`src/rtl/axi_adc_jesd204_pn_seq.sv`:
```
// axi_adc_jesd204_pn_seq: sweeps ADC channels one at a time through a PN settle/check window
// Ports:
//   up_clk, up_rstn           clock, asynchronous active-low reset
//   start, abort              begin a sweep (IDLE only) / terminate a running sweep
//   channel_mask              channels to test, sampled at start
//   test_pnseq_sel            PN select for the channel under test, sampled at start
//   idle_pnseq_sel            PN select for every channel not under test
//   up_adc_pn_oos/err         per-channel PN status
//   up_adc_pnseq_sel          per-channel PN select, channel i at [4i+3:4i]
//   busy, done, aborted       sweep running / success pulse / abort pulse
//   pass, cur_channel         per-channel result / channel under test (0 when idle)
module axi_adc_jesd204_pn_seq #(
    parameter int NUM_CHANNELS  = 4,
    parameter int SETTLE_CYCLES = 1024,
    parameter int CHECK_CYCLES  = 4096
) (
    input  logic                      up_clk,
    input  logic                      up_rstn,
    input  logic                      start,
    input  logic                      abort,
    input  logic [NUM_CHANNELS-1:0]   channel_mask,
    input  logic [3:0]                test_pnseq_sel,
    input  logic [3:0]                idle_pnseq_sel,
    input  logic [NUM_CHANNELS-1:0]   up_adc_pn_oos,
    input  logic [NUM_CHANNELS-1:0]   up_adc_pn_err,
    output logic [4*NUM_CHANNELS-1:0] up_adc_pnseq_sel,
    output logic                      busy,
    output logic                      done,
    output logic                      aborted,
    output logic [NUM_CHANNELS-1:0]   pass,
    output logic [3:0]                cur_channel
);
    localparam int MAXC = (SETTLE_CYCLES > CHECK_CYCLES) ? SETTLE_CYCLES : CHECK_CYCLES;
    localparam int CW   = $clog2(MAXC) + 1;
    typedef enum logic [1:0] {S_IDLE, S_SETTLE, S_CHECK, S_DONE} state_t;
    state_t                  r_state, w_state;
    logic [CW-1:0]           r_cnt, w_cnt;
    logic [NUM_CHANNELS-1:0] r_mask, w_mask, r_pass, w_pass;
    logic [3:0]              r_sel, w_sel, r_cur, w_cur, w_first, w_next;
    logic                    r_fail, w_fail, r_aborted, w_aborted, w_has_next, w_bad, w_fail_now, w_busy;
    assign w_busy      = (r_state == S_SETTLE) || (r_state == S_CHECK);
    assign busy        = w_busy;
    assign done        = (r_state == S_DONE);
    assign aborted     = r_aborted;
    assign pass        = r_pass;
    assign cur_channel = r_cur;
    // Lowest enabled channel at start, next enabled channel above the current one, and status of the current one
    always_comb begin
        w_first    = '0;
        w_next     = '0;
        w_has_next = 1'b0;
        w_bad      = 1'b0;
        for (int i = NUM_CHANNELS - 1; i >= 0; i--) begin
            if (channel_mask[i]) w_first = 4'(i);
            if (r_mask[i] && 4'(i) > r_cur) begin
                w_next     = 4'(i);
                w_has_next = 1'b1;
            end
            if (4'(i) == r_cur) w_bad = up_adc_pn_oos[i] | up_adc_pn_err[i];
        end
    end
    assign w_fail_now = r_fail | w_bad;
    always_comb begin
        up_adc_pnseq_sel = {NUM_CHANNELS{idle_pnseq_sel}};
        for (int i = 0; i < NUM_CHANNELS; i++)
            if (w_busy && r_cur == 4'(i)) up_adc_pnseq_sel[4*i +: 4] = r_sel;
    end
    always_comb begin
        w_state   = r_state;
        w_cnt     = r_cnt;
        w_mask    = r_mask;
        w_sel     = r_sel;
        w_pass    = r_pass;
        w_fail    = r_fail;
        w_cur     = r_cur;
        w_aborted = 1'b0;
        case (r_state)
            S_IDLE: begin
                if (start) begin
                    w_pass  = '0;
                    w_cnt   = '0;
                    w_state = (|channel_mask) ? S_SETTLE : S_DONE;
                    if (|channel_mask) begin
                        w_mask = channel_mask;
                        w_sel  = test_pnseq_sel;
                        w_cur  = w_first;
                    end
                end
            end
            S_SETTLE, S_CHECK: begin
                // abort outranks everything, including the result write of a final check cycle
                if (abort) begin
                    w_state   = S_IDLE;
                    w_cnt     = '0;
                    w_cur     = '0;
                    w_aborted = 1'b1;
                end else if (r_state == S_SETTLE) begin
                    w_cnt  = (r_cnt == CW'(SETTLE_CYCLES - 1)) ? '0 : r_cnt + 1'b1;
                    w_fail = 1'b0;
                    if (r_cnt == CW'(SETTLE_CYCLES - 1)) w_state = S_CHECK;
                end else if (r_cnt == CW'(CHECK_CYCLES - 1)) begin
                    for (int i = 0; i < NUM_CHANNELS; i++)
                        if (4'(i) == r_cur) w_pass[i] = ~w_fail_now;
                    w_cnt   = '0;
                    w_fail  = 1'b0;
                    w_cur   = w_has_next ? w_next : 4'd0;
                    w_state = w_has_next ? S_SETTLE : S_DONE;
                end else begin
                    w_cnt  = r_cnt + 1'b1;
                    w_fail = w_fail_now;
                end
            end
            default: w_state = S_IDLE;
        endcase
    end
    always_ff @(posedge up_clk or negedge up_rstn) begin
        if (!up_rstn) begin
            r_state   <= S_IDLE;
            r_cnt     <= '0;
            r_mask    <= '0;
            r_sel     <= '0;
            r_pass    <= '0;
            r_fail    <= 1'b0;
            r_cur     <= '0;
            r_aborted <= 1'b0;
        end else begin
            r_state   <= w_state;
            r_cnt     <= w_cnt;
            r_mask    <= w_mask;
            r_sel     <= w_sel;
            r_pass    <= w_pass;
            r_fail    <= w_fail;
            r_cur     <= w_cur;
            r_aborted <= w_aborted;
        end
    end
endmodule

```
`config.mk`:
```
export PLATFORM = sky130hd
export DESIGN_NAME = axi_adc_jesd204_pn_seq
export DESIGN_NICKNAME = d
export VERILOG_FILES = /design/src/rtl/axi_adc_jesd204_pn_seq.sv
export SDC_FILE = /design/constraint.sdc
export NUM_CORES = 1
export LEC_CHECK = 0
export ABC_AREA = 0
export CELL_PAD_IN_SITES_DETAIL_PLACEMENT = 0
export CELL_PAD_IN_SITES_GLOBAL_PLACEMENT = 1
export CORE_MARGIN = 5
export CORE_UTILIZATION = 36
export CTS_CLUSTER_SIZE = 28
export DETAILED_ROUTE_END_ITERATION = 8
export GPL_ROUTABILITY_DRIVEN = 0
export PLACE_DENSITY_LB_ADDON = 0.2
export SLEW_MARGIN = 20
export SYNTH_ARGS = -nofsm -noshare
export SYNTH_HDL_FRONTEND = slang
export SYNTH_SLANG_ARGS = --single-unit
```
`constraint.sdc`:
```
create_clock -name up_clk -period 2.2 [get_ports up_clk]
set_input_delay 0.44 -clock up_clk [delete_from_list [all_inputs] [get_ports up_clk]]
set_output_delay 0.44 -clock up_clk [all_outputs]
set_load 0.01 [all_outputs]
```
* Word level (Yosys, flattened, before mapping)
Index checks and enable logic that the tools add are counted.
** Word-level totals
- Logic and storage cells :: 124
- Bits in registers :: 33
** Cells by class
- $add $sub $neg :: 1
- Eq/ne operators :: 24
- Bitwise logic cells :: 7
- Mux-type cells :: 54
- Reduce and logical (&&, ||, !) cells :: 23
- Order comparisons :: 4
** Operators with widths (number)
- $mux 4 :: 19
- $mux 13 :: 5
- $pmux 13 s2 :: 1
- $reduce_and 6->1 :: 4
- $mux 2 :: 10
- $ne 2x2->1 const B :: 9
- $mux 1 :: 16
- $pmux 4 s2 :: 2
- $add 13x1->13 const B :: 1
- $eq 13x10->1 const B :: 1
- $eq 13x12->1 const B :: 1
- $eq 2x4->1 const A :: 2
- $eq 4x2->1 const B :: 2
- $gt 1x4->1 const A :: 2
- $gt 2x4->1 const A :: 2
- $logic_and 1x1->1 :: 8
- $ne 4x4->1 const B :: 2
- $ne 3x3->1 const B :: 2
- $reduce_and 3->1 :: 2
- $or 1x1->1 :: 5
- $reduce_and 5->1 :: 1
- $eq 1x4->1 const A :: 1
- $eq 2x2->1 const B :: 2
- $eq 4x1->1 const B :: 1
- 10 further kinds :: 12

* Logic depth before layout (Yosys ltp)
- Depth in word-level cells :: 12
- Mapped depth :: 8
- Mapped depth without buffers :: 7

* Worst setup path before layout
No wires, ideal clock.
- Path type :: reg2out
- From :: register r_state[0]
- To :: output port up_adc_pnseq_sel[0]
- Path slack :: 64 ps
- Cell stages (with the launch flop) :: 6
- Arrival time :: 1696 ps
- Path through :: dfrtp_1 > inv_1 > ha_1 > clkbuf_1 > and2_0 > mux2_2
** Between the ends
- Longest elaborated chain between the ends :: 4
** RTL lines
- start: declaration :: RTL line 36 : state_t r_state, w_state;
- start signal: assignment :: RTL line 127 : r_state <= w_state;
- $eq 2x1->1 or $eq 2x2->1 (tied branches) :: RTL line 41 : assign w_busy = (r_state == S_SETTLE) || (r_state == S_CHECK);
- $logic_or 1x1->1 (*) :: RTL line 41
- via busy :: RTL line 27 : output logic busy,
- $logic_and 1x1->1 (*) :: RTL line 66 : if (w_busy && r_cur == 4'(i)) up_adc_pnseq_sel[4*i +: 4] = r_sel;
- $mux 4 (*) :: RTL line 66
- end: declaration :: RTL line 26 : output logic [4*NUM_CHANNELS-1:0] up_adc_pnseq_sel,
Mark *: on every way through the listed nets, which the timed path passes. The rest lies on a longest branch.

* Worst setup path in the final report
- From :: register r_state[0]
- To :: output port up_adc_pnseq_sel[15]
** Between the ends
- Longest elaborated chain between the ends :: 4
** RTL lines (RTL line)
- $eq 2x1->1 or $eq 2x2->1 (tied branches) :: 41
- $logic_or 1x1->1 (*) :: 41
- $logic_and 1x1->1 (*) :: 66
- $mux 4 (*) :: 66
Mark *: on every way between the ends. The rest lies on a longest branch, timed or not.

==> run summary <==
Status: complete, no violations
Max Freq: 468 MHz
Mapped cell area: 0.00197 sq mm
Unique cell type count in the Yosys netlist: 43
Largest net degree at the start of global routing: 31
Worst R2R End: r_cnt[5]
Iter 0 DRT Violations: 108
Global-route wire length before repair: 8.96 mm
Fin crit share: 0.972
Final min period: 2.14 ns
# fillers: 548
Worst min path class: flop to flop
Register area: 751 sq um
First drt pass iteration count: 4
Nets: 316
Pre-CTS setup slack: -0.142 ns
Vias: 1847
Layout cells sized above 1: 0.247
Post-DR vias/cell: 5.13
Post-CTS setup repair buffer count: 0
CTS tree: done
EDFF count, synth: 0
Cts bufs inserted: 5
Max_cap viols: 0
Synthesized flop and latch total: 30
Leakage: 1.22 nW
Crit path capture: up_adc_pnseq_sel[15]
Area Overhead vs Synth: 42.1%
Worst VDD drop: 0.475 mV
Number of buffers added on ports: 48
Worst Hold Launch: r_fail
Worst Setup SP: r_state[0]
CP Max Fanout: 5
Initial antenna violation count: 0
Drc violations: 0
Routed WL per cell: 14.7 microns
Clock skew: 0.00581 ns
Pwr Density: 1060 mW/mm^2
Vias in the first global route: 1764
Worst skew pair latency: 0.28 ns
Row count: 27
Commonest non-fill, non-tap cell in the layout: clkdlybuf4s50_1
Syn Inst Count: 215
P_int: 1.79 mW
Post-Route WL: 5.29 mm
Ports: 51
RSZ-0062 raised after global routing: false
Crit path arrival time: 1.70 ns
CTS Sinks: 30
Reg power frac: 0.267
R2R setup slack: 0.21 ns
R2R Path Start: r_state[0]
Max Root-Sink Buffers: 2
Design area: 0.00279 sq mm
Power share of the clock group: 0.186
Switching Share: 0.394
CP endpoint kind: output port
Fin worst setup slack: 0.0624 ns
Total die area: 0.00704 sq mm
GR Util All Layers: 0.158
Die Y-Extent: 83.9 microns
Setup violations, final: 0
Post-DRT Antenna Nets: 0
Average size of a mapped cell: 9.14 sq um
Async SR Flop Fraction: 1.00
Antenna diodes: 0
CP startpoint kind: flop
Register area share after synthesis: 0.382
Initial Util: 0.364
H-tree Lvls: 2
Detail Placement HPWL: 4.10 mm
Synth warn: 0
Combinational share of power: 0.547
Die extent in x: 83.9 microns
Post-DP Area: 0.00268 sq mm
Clk pin slew, worst setup/hold paths: 0.07 ns
Critical path class: flop to output port
Total gr overflow: 0
Cells on worst reg2reg path: 7
Switch Pwr: 1.16 mW
Area of the multi-input gates: 0.00119 sq mm
Dominant synthesized flop cell: dfrtp_1
Total core area: 0.00541 sq mm
Commonest non-fill, non-tap cells in the layout: 31 x clkdlybuf4s50_1, 30 x nand2_1, 30 x dfrtp_1
Final hold violation count: 0
Worst Path Required: 1.76 ns
Clock root cell: clkbuf_8
Slew Viols, Final: 0
==> flip-flops by register name, summed over array words and instances (netlist names) <==
name         count
r_mask           3
r_state          2
r_fail           1
pass             4
aborted          1
r_sel            4
cur_channel      2
r_cnt           13
==> cells in the mapped netlist (5+ instances only) <==
cell type / instances / area (sq um)
ha_1: 5 / 62.6
mux2_2: 21 / 236
nor2_1: 9 / 33.8
nand2_1: 31 / 116
dfrtp_1: 30 / 751
nand3_1: 12 / 60.1
mux2i_1: 6 / 60.1
inv_1: 10 / 37.5
nor3_1: 5 / 25.0
o21ai_0: 18 / 90.1
a21oi_1: 10 / 50.1
nand2b_1: 5 / 31.3
==> how the worst min path moves through the flow <==
stage	to	slack, ns	depth (start not counted)
CTS	r_fail	0.49	1
global placement	r_fail	0.47	1
floorplan	aborted	0.14	0
global route	r_fail	0.52	1
detailed placement	r_fail	0.48	1
finish	r_fail	0.49	1
==> logic make-up after synthesis <==
family,Yosys count,share of synthesized area
AOI/OAI and AO/OA,52,0.167
adders and majority gates,5,0.0318
buffers and inverters,17,0.0363
DFF,30,0.382
muxes,27,0.151
other,1,0.00191
and+or+nand+nor,83,0.230
==> cell type report <==
| type | count | area share |
|---|---|---|
| Sequential cell | 30 | 0.269 |
| Tap cell | 72 | 0.0322 |
| Inverter | 10 | 0.0134 |
| Clock inverter | 3 | 0.0143 |
| Timing Repair Buffer | 71 | 0.219 |
| Multi-Input combinational cell | 169 | 0.428 |
| Clock buffer | 5 | 0.0246 |
==> power groups by stage <==
stage / clock network (mW) / registers, mW / logic, mW
final: 0.548 / 0.790 / 1.62
after detailed placement: 0 / 0.797 / 1.60
after global routing: 0.595 / 0.810 / 1.78
after CTS: 0.568 / 0.788 / 1.63
after floorplan: 0 / 0.780 / 0.882
after global placement: 0 / 0.792 / 1.60
==> critical path, cell delays in order, from the launching register on <==
cell and delay, ns:
dfrtp_1 0.39, inv_2 0.07, ha_4 0.22, nand3_4 0.11, mux2_2 0.33, dlygate4sd2_1 0.29
==> per-stage QoR <==
step	instances	hold slack [ns]	utilization	setup TNS (ns)	total power, mW
floorplan	216	0.144	-	0	1.66
global placement	352	0.467	0.496	-0.714	2.39
detailed placement	352	0.475	0.496	-0.941	2.39
global route	360	0.519	0.517	0	3.19
finish	360	0.490	0.517	0	2.96
CTS	360	0.491	0.519	0	2.99
==> routing by layer <==
| layer | share of wire | track usage |
|---|---|---|
| met5 | 0 | 0 |
| met4 | 0.014 | 0.0482 |
| met3 | 0.036 | 0.0365 |
| met2 | 0.44 | 0.238 |
| met1 | 0.51 | 0.223 |
==> timing repair <==
action / in CTS / in global routing
hold endpoints to repair: 0 / 0
hold buffers: 0 / 0
gates resized for setup: 36 / 15
endpoints found under the setup margin: 17 / 16
No activity file was read; power rests on OpenSTA's default activity.
